## config.mk

```make
export PLATFORM = sky130hd
export DESIGN_NAME = render_scheduler
export DESIGN_NICKNAME = d
export VERILOG_FILES = /design/src/rtl/render_scheduler.sv
export SDC_FILE = /design/constraint.sdc
export NUM_CORES = 1
export LEC_CHECK = 0
export BUFFER_PORTS_ARGS = -buffer_cell sky130_fd_sc_hd__buf_2
export CAP_MARGIN = 20
export CORE_MARGIN = 5
export CORE_UTILIZATION = 42
export DETAILED_ROUTE_END_ITERATION = 8
export PLACE_DENSITY_LB_ADDON = 0.2
export SYNTH_ARGS = -nofsm -noshare
export SYNTH_HDL_FRONTEND = slang
export SYNTH_SLANG_ARGS = --single-unit
```

## constraint.sdc

```tcl
create_clock -name clk_33m -period 5.3 [get_ports clk_33m]
set_clock_uncertainty 0.05 [all_clocks]
set_input_delay 0.53 -clock clk_33m [delete_from_list [all_inputs] [get_ports clk_33m]]
set_output_delay 0.53 -clock clk_33m [all_outputs]
set_load 0.05 [all_outputs]
```

## src/rtl/render_scheduler.sv

```systemverilog
// ---------------------------------------------------------------------------
// render_scheduler
//
// Per-frame sequencer in the clk_33m domain. It sits between the VGA frame
// timing, the painter and the runner game logic. Every frame it restarts the
// painter, waits for the paint pass to finish, then issues exactly one game
// logic tick. Because of this ordering the sprite/position list only changes
// between paint passes. Paint overruns are queued one deep, and a watchdog
// ends a hung paint pass.
//
// Optional feature macro: RENDER_SCHED_STATS_EN
//   When defined, an extra output overrun_cnt counts frame_start pulses that
//   arrive while a frame is in flight or already queued. The count saturates.
//
// Parameters
//   CLEAR_CYCLES    cycles painter_rst is held high per frame (>=1)
//   TIMEOUT_CYCLES  max PAINT cycles before the pass is abandoned (>=2)
//   CNT_W           width of the frame / overrun counters
//
// Ports
//   clk_33m           in   sole clock, all logic on posedge
//   reset_n           in   asynchronous active-low reset
//   enable            in   1 = run frames, 0 = stop at next frame boundary
//   frame_start       in   1-cycle pulse, synchronous to clk_33m
//   painter_finished  in   level from painter, 1 = current pass done
//   painter_rst       out  painter restart, active high
//   logic_tick        out  1-cycle pulse, advance game logic one step
//   busy              out  1 while in CLEAR / PAINT / TICK
//   frame_cnt         out  frames completed, wraps
//   overrun_cnt       out  (RENDER_SCHED_STATS_EN only) saturating overrun count
//   timeout_flag      out  sticky, a PAINT pass hit the watchdog
// ---------------------------------------------------------------------------
module render_scheduler #(
  parameter int CLEAR_CYCLES   = 4,
  parameter int TIMEOUT_CYCLES = 500000,
  parameter int CNT_W          = 16
) (
  input  logic             clk_33m,
  input  logic             reset_n,
  input  logic             enable,
  input  logic             frame_start,
  input  logic             painter_finished,
  output logic             painter_rst,
  output logic             logic_tick,
  output logic             busy,
  output logic [CNT_W-1:0] frame_cnt,
`ifdef RENDER_SCHED_STATS_EN
  output logic [CNT_W-1:0] overrun_cnt,
`endif
  output logic             timeout_flag
);

  // Counter widths only need to reach LAST (= count - 1).
  localparam int CLR_W = (CLEAR_CYCLES > 1) ? $clog2(CLEAR_CYCLES) : 1;
  localparam int WD_W  = $clog2(TIMEOUT_CYCLES);

  localparam logic [CLR_W-1:0] CLR_LAST = CLR_W'(CLEAR_CYCLES - 1);
  localparam logic [WD_W-1:0]  WD_LAST  = WD_W'(TIMEOUT_CYCLES - 1);

  typedef enum logic [1:0] {
    IDLE  = 2'd0,
    CLEAR = 2'd1,
    PAINT = 2'd2,
    TICK  = 2'd3
  } state_t;

  state_t           state;
  state_t           next_state;
  logic             pending;
  logic [CLR_W-1:0] clear_cnt;
  logic [WD_W-1:0]  wd_cnt;

  logic             painter_rst_d;
  logic             logic_tick_d;
  logic             busy_d;
  logic             pending_d;
  logic             restart;
  logic             paint_done;
  logic             timeout_hit;

  // Next-state and next-output decode. All outputs are registered from the
  // next state, so each output changes in the same cycle as the state it
  // belongs to.
  always_comb begin
    next_state  = state;
    paint_done  = 1'b0;
    timeout_hit = 1'b0;

    // While wd_cnt is 0 we are in the first PAINT cycle. A finished level
    // seen there can still be stale from the previous pass, so it is ignored.
    if (state == PAINT) begin
      paint_done  = (wd_cnt != '0) && painter_finished;
      timeout_hit = (wd_cnt == WD_LAST) && !paint_done;
    end

    case (state)
      IDLE: begin
        if (enable && (frame_start || pending)) begin
          next_state = CLEAR;
        end
      end
      CLEAR: begin
        if (clear_cnt == CLR_LAST) begin
          next_state = PAINT;
        end
      end
      PAINT: begin
        if (paint_done || timeout_hit) begin
          next_state = TICK;
        end
      end
      TICK: begin
        // A queued frame (or one arriving right now) starts without first
        // passing through IDLE, so a backlog costs no extra cycle.
        if (enable && (pending || frame_start)) begin
          next_state = CLEAR;
        end else begin
          next_state = IDLE;
        end
      end
      default: next_state = IDLE;
    endcase

    restart = (next_state == CLEAR) && ((state == IDLE) || (state == TICK));

    // The pending slot is one deep: consuming it wins over a new pulse.
    // Pulses while it is already set are simply absorbed.
    pending_d = pending;
    if (restart) begin
      pending_d = 1'b0;
    end else if (frame_start && (state != IDLE)) begin
      pending_d = 1'b1;
    end

    painter_rst_d = (next_state == IDLE) || (next_state == CLEAR);
    logic_tick_d  = (next_state == TICK);
    busy_d        = (next_state != IDLE);
  end

  // State register plus the registered outputs and sticky flags.
  always_ff @(posedge clk_33m or negedge reset_n) begin
    if (!reset_n) begin
      state        <= IDLE;
      pending      <= 1'b0;
      painter_rst  <= 1'b1;
      logic_tick   <= 1'b0;
      busy         <= 1'b0;
      frame_cnt    <= '0;
      timeout_flag <= 1'b0;
    end else begin
      state       <= next_state;
      pending     <= pending_d;
      painter_rst <= painter_rst_d;
      logic_tick  <= logic_tick_d;
      busy        <= busy_d;
      if (logic_tick_d) begin
        frame_cnt <= frame_cnt + 1'b1;
      end
      if (timeout_hit) begin
        timeout_flag <= 1'b1;
      end
    end
  end

  // CLEAR length counter and PAINT watchdog. Each one restarts from 0
  // whenever its state is entered.
  always_ff @(posedge clk_33m or negedge reset_n) begin
    if (!reset_n) begin
      clear_cnt <= '0;
      wd_cnt    <= '0;
    end else begin
      if ((state == CLEAR) && (next_state == CLEAR)) begin
        clear_cnt <= clear_cnt + 1'b1;
      end else begin
        clear_cnt <= '0;
      end
      if ((state == PAINT) && (next_state == PAINT)) begin
        wd_cnt <= wd_cnt + 1'b1;
      end else begin
        wd_cnt <= '0;
      end
    end
  end

`ifdef RENDER_SCHED_STATS_EN
  // An overrun is a frame_start that cannot be serviced right away. This is
  // the case when a frame is in flight or one is already queued.
  always_ff @(posedge clk_33m or negedge reset_n) begin
    if (!reset_n) begin
      overrun_cnt <= '0;
    end else if (frame_start && (busy || pending) && (overrun_cnt != '1)) begin
      overrun_cnt <= overrun_cnt + 1'b1;
    end
  end
`else
  // Statistics build option not selected: no overrun counter.
`endif

endmodule
```

==> qor.yml, run 1 <==
critical_path:
  worst_ep_required_time_ns: 5.44
  crit_family: "compound AO/OA/AOI/OAI gates"
  critPathMaxStageDelay_ns: 0.45
  cp-start-kind: "flip-flop"
  crit_slowest_cell: "a21boi_4"
  worst-setup-path-type: "flip-flop to flip-flop"
  worstPathArrival_ns: 2.68
  path_buf_inv: 1
  cp-end-kind: "flip-flop"
  critical_path.max_fanout: 17
  path_cells: "inv_1 -> ha_1 -> o21bai_1 -> a221o_1 -> a31oi_1 -> a21boi_4 -> mux2_2"
detailed_routing:
  drt-pass1-iter-count: 4
  vias: 1450
  wl_um: 3780
  wire_per_inst_um: 12.6
  viasPerCell: 4.83
  drtIter0Drc: 31
  drtAntennaViolNets: 0
  route.detailed.drc: 0
synthesis:
  synth_cell_types: 39
  syn_area_per_cell_um2: 10.7
  yosys.area.top_type: "dfrtp_1"
  ys_async_sr_fraction: 1.00
  synth-xor-area-share: 0.131
  synth_top_family_by_area: "simple AND/OR/NAND/NOR gates"
  syn-cell-area_mm2: 0.00213
  synth-simple-area-share: 0.218
  syn_nets: 213
  synth_compound_area_frac: 0.0558
  syn_inst: 200
  synth.top_cell.area_share: 0.505
  ys.warnings.count: 0
  synth_mux_area_frac: 0.00528
  ys_ff_latch: 44
  synth_edf_count: 0
  synth_seq_area_share: 0.517
  synth_ff_type: "dfrtp_1"
  synthTopCellsByArea: "dfrtp_1, xnor2_1, nor2_1"
  synth_fa_ha_area_frac: 0.0469
floorplanning:
  coreArea_mm2: 0.00501
  io_pins: 25
  start_util: 0.426
  rows: 26
  die_h_um: 81.3
  die_w_um: 81.3
  die-area_mm2: 0.00660
placed_design:
  hpwl_um: 2600
  io_buffers: 24
  dp.cells: 290
  dpl_cell_area_mm2: 0.00232
  place_congestion: 0.736
sta:
  rsz0062_at_grt: "no"
  finalCritPeriodShare: 0.479
  hold_slack_ns: 0.391
  setup_viol: 0
  slew_headroom: 0.697
  slew_viol_final: 0
  hold_viol: 0
  fmax_mhz: 394
  tns_ns: 0
  worst_slew_pin_slew_ns: 0.454
  period_minus_slack_ns: 2.54
grt:
  grt_pass1_vias: 1491
  grt_busiest_layer: "met2"
  grt.met3_usage: 0.0499
  grt_max_degree: 45
  grtUsageMet2: 0.204
  antenna_found_initial: 0
  grt_remaining_overflow: 0
  grt_pass1_wl_um: 6960
  track_usage: 0.136
  grt_use_met1: 0.189
finish:
  final_layout_size_suffix_gt1_frac: 0.174
  synthToLayoutAreaGrowth_pct: 15.7
  most-common-layout-cells: "dfrtp_1, nor2_1, buf_2, xnor2_1, nand3_1"
  fin_area_mm2: 0.00247
  nets: 242
  num_antenna_cells: 0
  nFillCells: 497
  fin_cells: 300
  layout_commonest_cell: "dfrtp_1"
clock_tree:
  clkTransAtPathRegs_ns: 0.08
  cts_buffers: 5
  clock_path_buffers: 2
  cts_tree: "built"
  cts_sinks: 44
  h-tree-depth: 2
  clock_latency_ns: 0.29
  post_cts_buffers: 0
  cts_root_buf: "clkbuf_8"
hold_path:
  hold_path_class: "flip-flop to flip-flop"
power:
  total_power_w: 0.000769
  vdd_drop_max_v: 0.000176
  powerDensity_mw_per_mm2: 312
  p_leak_nw: 1.15
run_status:
  status: "complete, no violations"
run:
  maxCapViolations: 0
[registers in the layout (all words and copies together) (netlist names)]
register / cells
painter_rst: 1
wd_cnt: 19
timeout_flag: 1
state: 2
pending: 1
clear_cnt: 2
logic_tick: 1
frame_cnt: 16
busy: 1
[cells by family (layout without fill, tap and decap cells)]
logic type                 after synthesis  count (layout)
AOI/OAI and AO/OA                       15              15
xor gates and xnor gates                32              32
adders and majority gates                8               8
buffers and inverters                   12              42
DFF                                     44              44
muxes                                    1               1
and+or+nand+nor                         88              88
[where the power goes]
part | switching, W | internal (W) | total (W) | leakage (nW)
Sequential | 0.0000131 | 0.000354 | 0.000367 | 0.601
Combinational | 0.0000821 | 0.0000483 | 0.000130 | 0.487
Clock | 0.000118 | 0.000154 | 0.000272 | 0.0614
[stage by stage]
stage | util | worst slack [ns]
5_1_grt | 0.493 | 2.54
4_1_cts | 0.487 | 2.77
3_5_place_dp | 0.462 | 2.77
6_report | 0.493 | 2.76
3_3_place_gp | 0.462 | 2.83
2_1_floorplan | - | 3.03
[metal layers]
metal / vias up / wire, um
li1: 745 / -
met1: 682 / 1990
met2: 23 / 1640
met3: 0 / 151
met4: 0 / 0
met5: - / 0
[path summary, 6_finish.rpt]
check | from | to | slack (ns) | depth (start not counted)
setup reg to reg | state[0] | frame_cnt[1] | 2.76 | 7
setup / recovery | state[0] | frame_cnt[1] | 2.76 | 7
min in group asynchronous | reset_n | wd_cnt[10] | 0.52 | 2
hold reg to reg | clear_cnt[0] | clear_cnt[0] | 0.39 | 1
max in group asynchronous | reset_n | painter_rst | 4.20 | 3
hold / removal | clear_cnt[0] | clear_cnt[0] | 0.39 | 1
[cell usage after synthesis, drive strengths merged, types with 2 or more instances]
cell type  instances
and3               8
nand2             10
nor3               2
buf                2
dfrtp             43
xor2              10
and2               3
clkbuf             2
nand4              8
nor2              27
inv                8
nor2b              3
xnor2             22
nand3             15
nor4b              2
and4               2
nor4               4
o21ai              4
ha                 8
o21a               2
[timing repair]
item / CTS / global route
hold buffers: 0 / 1
hold endpoints to repair: 0 / 3
resized for setup: 0 / 0
[final cells by class]
class                      count  area, um2  area share
tap                           70       87.6      0.0355
sequential                    44       1100       0.447
inverter                       8       30.0      0.0122
multi-input combinational    144        976       0.396
clock buffer                   6       82.6      0.0335
timing repair buffer          26        150      0.0609
clock inverter                 2       38.8      0.0157
[worst reg2reg max path: cells and delay by family, from the launching register on]
kind | cells | cell delay [ns]
muxes | 1 | 0.39
buffers and inverters | 1 | 0.09
adders and majority gates | 1 | 0.30
AOI/OAI and AO/OA | 4 | 1.18
DFF | 1 | 0.43
Note: power is estimated with default switching activity, not from simulation.
==> run 2: changes to the inputs <==
Clock period 5.3 ns to 2.6 ns, I/O delays scaled along.
==> run 2 against run 1 <==
Sequential share of layout area down 0.23 points. Combinational power grew 110%. Non-clock buffer count grew 3. Clock power increased by 91%. Wire length rose by 4.2%. Final cell count up 1.0%. Maximum frequency grew 5.0%. Setup slack got worse by 2.6 ns. Global-route usage down 0.19 points. Worst hold slack lost 0.095 ns. Critical path type unchanged. Critical endpoint unchanged. Largest power group unchanged.
==> qor.yml, run 2 (synthesis results as in run 1) <==
placed_design:
  dp.cells: 293
  io_buffers: 24
  place_congestion: 0.785
  hpwl_um: 2720
grt:
  grt_remaining_overflow: 0
  grt_max_degree: 45
  antenna_found_initial: 0
  grt_pass1_vias: 1460
  grt_pass1_wl_um: 6770
  track_usage: 0.134
floorplanning:
  die_w_um: 81.3
  start_util: 0.426
  io_pins: 25
  die_h_um: 81.3
  rows: 26
  die-area_mm2: 0.00660
  coreArea_mm2: 0.00501
finish:
  final-seq-area_mm2: 0.00110
  nets: 245
  largest_reg_flops: 19
  final_layout_size_suffix_gt1_frac: 0.185
  num_antenna_cells: 0
  synthToLayoutAreaGrowth_pct: 16.3
  top_regs: "wd_cnt: 19 flops, frame_cnt: 16 flops"
  multiInputGateArea_um2: 976
  most-common-layout-cells: "dfrtp_1, nor2_1, buf_2, xnor2_1, nand3_1"
  layout_commonest_cell: "dfrtp_1"
  nFillCells: 503
  max_flop_register: "wd_cnt"
  fin_cells: 303
critical_path:
  cp-start-kind: "flip-flop"
  worst_ep_required_time_ns: 2.73
  rrSetupSlack_ns: 0.18
  worst-setup-path-type: "flip-flop to flip-flop"
  worstPathArrival_ns: 2.55
  cp-end-kind: "flip-flop"
  critical_path.max_fanout: 16
clock_tree:
  cts_resized: 0
  cts_root_buf: "clkbuf_8"
  h-tree-depth: 2
  cts_buffers: 5
  cts_tree: "built"
  clock_latency_ns: 0.29
  cts_sinks: 44
  clock_path_buffers: 2
  clkTransAtPathRegs_ns: 0.08
power:
  powerDensity_mw_per_mm2: 620
  p_leak_nw: 1.16
  vdd_drop_max_v: 0.000311
run:
  maxCapViolations: 0
detailed_routing:
  drtAntennaViolNets: 0
  viasPerCell: 4.73
  drt-pass1-iter-count: 4
  vias: 1434
  wire_per_inst_um: 13.0
  wl_um: 3940
  route.detailed.drc: 0
  drtIter0Drc: 35
sta:
  worst_slew_pin_slew_ns: 0.421
  setup_viol: 0
  fmax_mhz: 413
  hold_viol: 0
  rsz0062_at_grt: "no"
  period_minus_slack_ns: 2.42
  tns_ns: 0
  slew_headroom: 0.718
  slew_viol_final: 0
  finalCritPeriodShare: 0.931
run_status:
  status: "complete, no violations"
hold_path:
  hold_path_class: "input pin to asynchronous set/reset pin"
==> run 2: changes by cell type in the layout (fill, tap and decap cells not counted) <==
cell and delta:
clkinv_4 -1, clkinvlp_4 +1, buf_4 +3, clkbuf_8 -1, clkinv_2 +1
==> run 2: final timing paths <==
check | from | to | cells past startpoint
min | reset_n | wd_cnt[9] | 2
max | wd_cnt[0] | frame_cnt[1] | 6
min reg2reg | clear_cnt[0] | clear_cnt[0] | 1
max in group asynchronous | reset_n | painter_rst | 3
max reg2reg | wd_cnt[0] | frame_cnt[1] | 6
min in group clk_33m | frame_start | pending | 3
==> run 2: worst max-delay path: stages (launching register included) <==
cell and delay (ns):
dfrtp_1 0.41, ha_1 0.24, nand4_2 0.18, or3_1 0.42, o21a_1 0.24, a21boi_4 0.39
mux2_2 0.38
==> run 2: what timing repair did <==
action / in CTS / in global routing
buffers inserted: 0 / 0
hold endpoints to repair: 0 / 8
hold buffers: 0 / 1
==> run 2: cell type report <==
cell class | count | share of cell area
Clock buffer | 5 | 0.0277
Timing Repair Buffer | 29 | 0.0696
Sequential cell | 44 | 0.445
Tap cell | 70 | 0.0353
Inverter | 8 | 0.0121
Clock inverter | 3 | 0.0172
Multi-Input combinational cell | 144 | 0.394
==> run 2: report_power, final <==
part	total [W]	leakage (nW)	internal (W)	switching, W
clock network	0.000520	0.0541	0.000284	0.000235
logic	0.000268	0.501	0.0000989	0.000169
registers	0.000750	0.601	0.000722	0.0000285
total	0.00154	1.16	0.00110	0.000433
==> run 2: routing by layer <==
layer  wire (um)  part of all wire  track usage  vias to the layer above
li1            -                 -            -                      746
met4          40             0.010       0.0507                        0
met3         125             0.032       0.0366                        4
met5           0                 0            0                        -
met1        2020              0.51        0.178                      665
met2        1760              0.45        0.209                       19
==> run 2: stage by stage <==
step | cell area [um2] | total power (W) | utilization | hold WS [ns] | worst slack [ns]
floorplan | 2130 | 0.000962 | - | -0.0856 | 0.327
global placement | 2340 | 0.00103 | 0.467 | 0.387 | 0.234
finish | 2480 | 0.00154 | 0.495 | 0.296 | 0.180
global route | 2480 | 0.00163 | 0.495 | 0.298 | 0.0134
detailed placement | 2340 | 0.00103 | 0.467 | 0.383 | 0.191
CTS | 2450 | 0.00156 | 0.489 | 0.105 | 0.176
==> run 3: changes to the inputs <==
Settings changed: GPL_TIMING_DRIVEN from default to 0.
==> run 3 against run 2 <==
Non-clock buffer count grew 1. Worst hold slack improved by 0.0013 ns. Die area is the same. Global-route usage grew 0.089 points. Utilization barely moved. First-iteration DRC count rose by 130%. Flip-flop and latch count is the same. Register-to-register slack is essentially flat. Via count increased by 2.4%. Setup slack got worse by 0.012 ns. Total power rose by 0.23%. Final cell count is 0.33% higher. Largest cell class unchanged. Largest power group unchanged.
==> qor.yml, run 3 (synthesis results as in run 1) <==
run_status:
  status: "complete, no violations"
finish:
  fin_area_mm2: 0.00248
  final_layout_size_suffix_gt1_frac: 0.184
  top_regs: "wd_cnt: 19 flops, frame_cnt: 16 flops"
  nFillCells: 486
  synthToLayoutAreaGrowth_pct: 16.4
  fin_cells: 304
  num_antenna_cells: 0
  layout_commonest_cell: "dfrtp_1"
  largest_reg_flops: 19
  most-common-layout-cells: "dfrtp_1, nor2_1, buf_2, xnor2_1, nand3_1"
  finalCoreUtilization: 0.496
  max_flop_register: "wd_cnt"
  nets: 246
clock_tree:
  cts_tree: "built"
  h-tree-depth: 2
  clock_path_buffers: 2
  clkTransAtPathRegs_ns: 0.09
  cts_sinks: 44
  clock_latency_ns: 0.30
  cts_root_buf: "clkbuf_8"
  cts_buffers: 5
grt:
  grt_remaining_overflow: 0
  grt_max_degree: 45
  grt_pass1_vias: 1486
  track_usage: 0.135
  antenna_found_initial: 0
  grt_pass1_wl_um: 6930
floorplanning:
  die-area_mm2: 0.00660
  start_util: 0.426
  die_w_um: 81.3
  coreArea_mm2: 0.00501
  rows: 26
  die_h_um: 81.3
  io_pins: 25
critical_path:
  worst-setup-path-type: "flip-flop to flip-flop"
  cp-end-kind: "flip-flop"
  worst_ep_required_time_ns: 2.74
  critical_path.max_fanout: 10
  cp-start-kind: "flip-flop"
  worstPathArrival_ns: 2.57
sta:
  period_minus_slack_ns: 2.43
  hold_viol: 0
  slew_headroom: 0.715
  setup_viol: 0
  worst_slew_pin_slew_ns: 0.428
  finalCritPeriodShare: 0.935
  fmax_mhz: 411
  slew_viol_final: 0
power:
  total_power_w: 0.00154
  vdd_drop_max_v: 0.000386
  powerDensity_mw_per_mm2: 621
  p_leak_nw: 1.16
detailed_routing:
  viasPerCell: 4.83
  route.detailed.drc: 0
  drtAntennaViolNets: 0
  wl_um: 3860
  drt-pass1-iter-count: 4
  vias: 1469
  drtIter0Drc: 82
  wire_per_inst_um: 12.7
run:
  maxCapViolations: 0
placed_design:
  place_congestion: 0.761
  io_buffers: 24
  dp.cells: 294
  dpl_cell_area_mm2: 0.00234
  hpwl_um: 2660
hold_path:
  hold_path_class: "input pin to flip-flop"
## run 3: cell types whose count changed in the layout (fill, tap and decap cells not counted)
cell	delta
clkbuf_1	+2
buf_4	-2
dfrtp_2	+1
dfrtp_1	-1
clkinvlp_4	-1
buf_6	+1
buf_2	+1
## run 3: layout make-up
| class | count | area [um2] | share of cell area |
|---|---|---|---|
| Buffer | 3 | 20.0 | 0.00806 |
| Clock buffer | 6 | 72.6 | 0.0292 |
| Clock inverter | 2 | 35.0 | 0.0141 |
| Inverter | 8 | 30.0 | 0.0121 |
| Multi-Input combinational cell | 144 | 976 | 0.393 |
| Sequential cell | 44 | 1100 | 0.445 |
| Tap cell | 70 | 87.6 | 0.0353 |
| Timing Repair Buffer | 27 | 158 | 0.0635 |
## run 3: through the flow
stage | hold slack, ns | setup TNS (ns) | setup slack [ns]
3_3_place_gp | 0.386 | 0 | 0.0531
6_report | 0.298 | 0 | 0.168
5_1_grt | 0.321 | -0.00131 | -0.00131
2_1_floorplan | -0.0856 | 0 | 0.327
4_1_cts | 0.103 | 0 | 0.0322
3_5_place_dp | 0.384 | 0 | 0.0566
## run 3: critical path, cell delays in order (launching register included)
cell and delay (ns):
dfrtp_2 0.41, inv_1 0.07, ha_1 0.30, o21bai_1 0.19, a221o_1 0.39, a31oi_1 0.17, a21boi_4 0.31, buf_6 0.19
nand3_1 0.09, xnor2_1 0.14
## run 3: worst paths after layout
kind / startpoint / endpoint / slack (ns) / cells past startpoint
max in group asynchronous: reset_n / frame_cnt[15] / 1.63 / 3
worst min-delay path: frame_start / pending / 0.30 / 3
worst min register to register: clear_cnt[0] / clear_cnt[0] / 0.39 / 1
worst max register to register: state[0] / frame_cnt[10] / 0.17 / 9
min in group asynchronous: reset_n / wd_cnt[5] / 0.37 / 2
worst max-delay path: state[0] / frame_cnt[10] / 0.17 / 9
## run 3: timing repair
item,4_1_cts,5_1_grt
hold buffers,0,1
hold endpoints to repair,0,16
endpoints found under the setup margin,0,16
gates resized for setup,0,1
buffers inserted,0,1
## run 3: power by group
part	switching (W)	total, W	internal (W)
logic	0.000168	0.000267	0.0000997
clock network	0.000237	0.000522	0.000285
registers	0.0000291	0.000752	0.000723
## run 3: routing by layer
layer / vias up / track usage / share of wire / routed length [um]
met3: 3 / 0.0399 / 0.041 / 160
li1: 747 / - / - / -
met1: 691 / 0.189 / 0.51 / 1980
met2: 28 / 0.203 / 0.44 / 1700
met4: 0 / 0.0405 / 0.0070 / 27
met5: - / 0 / 0 / 0
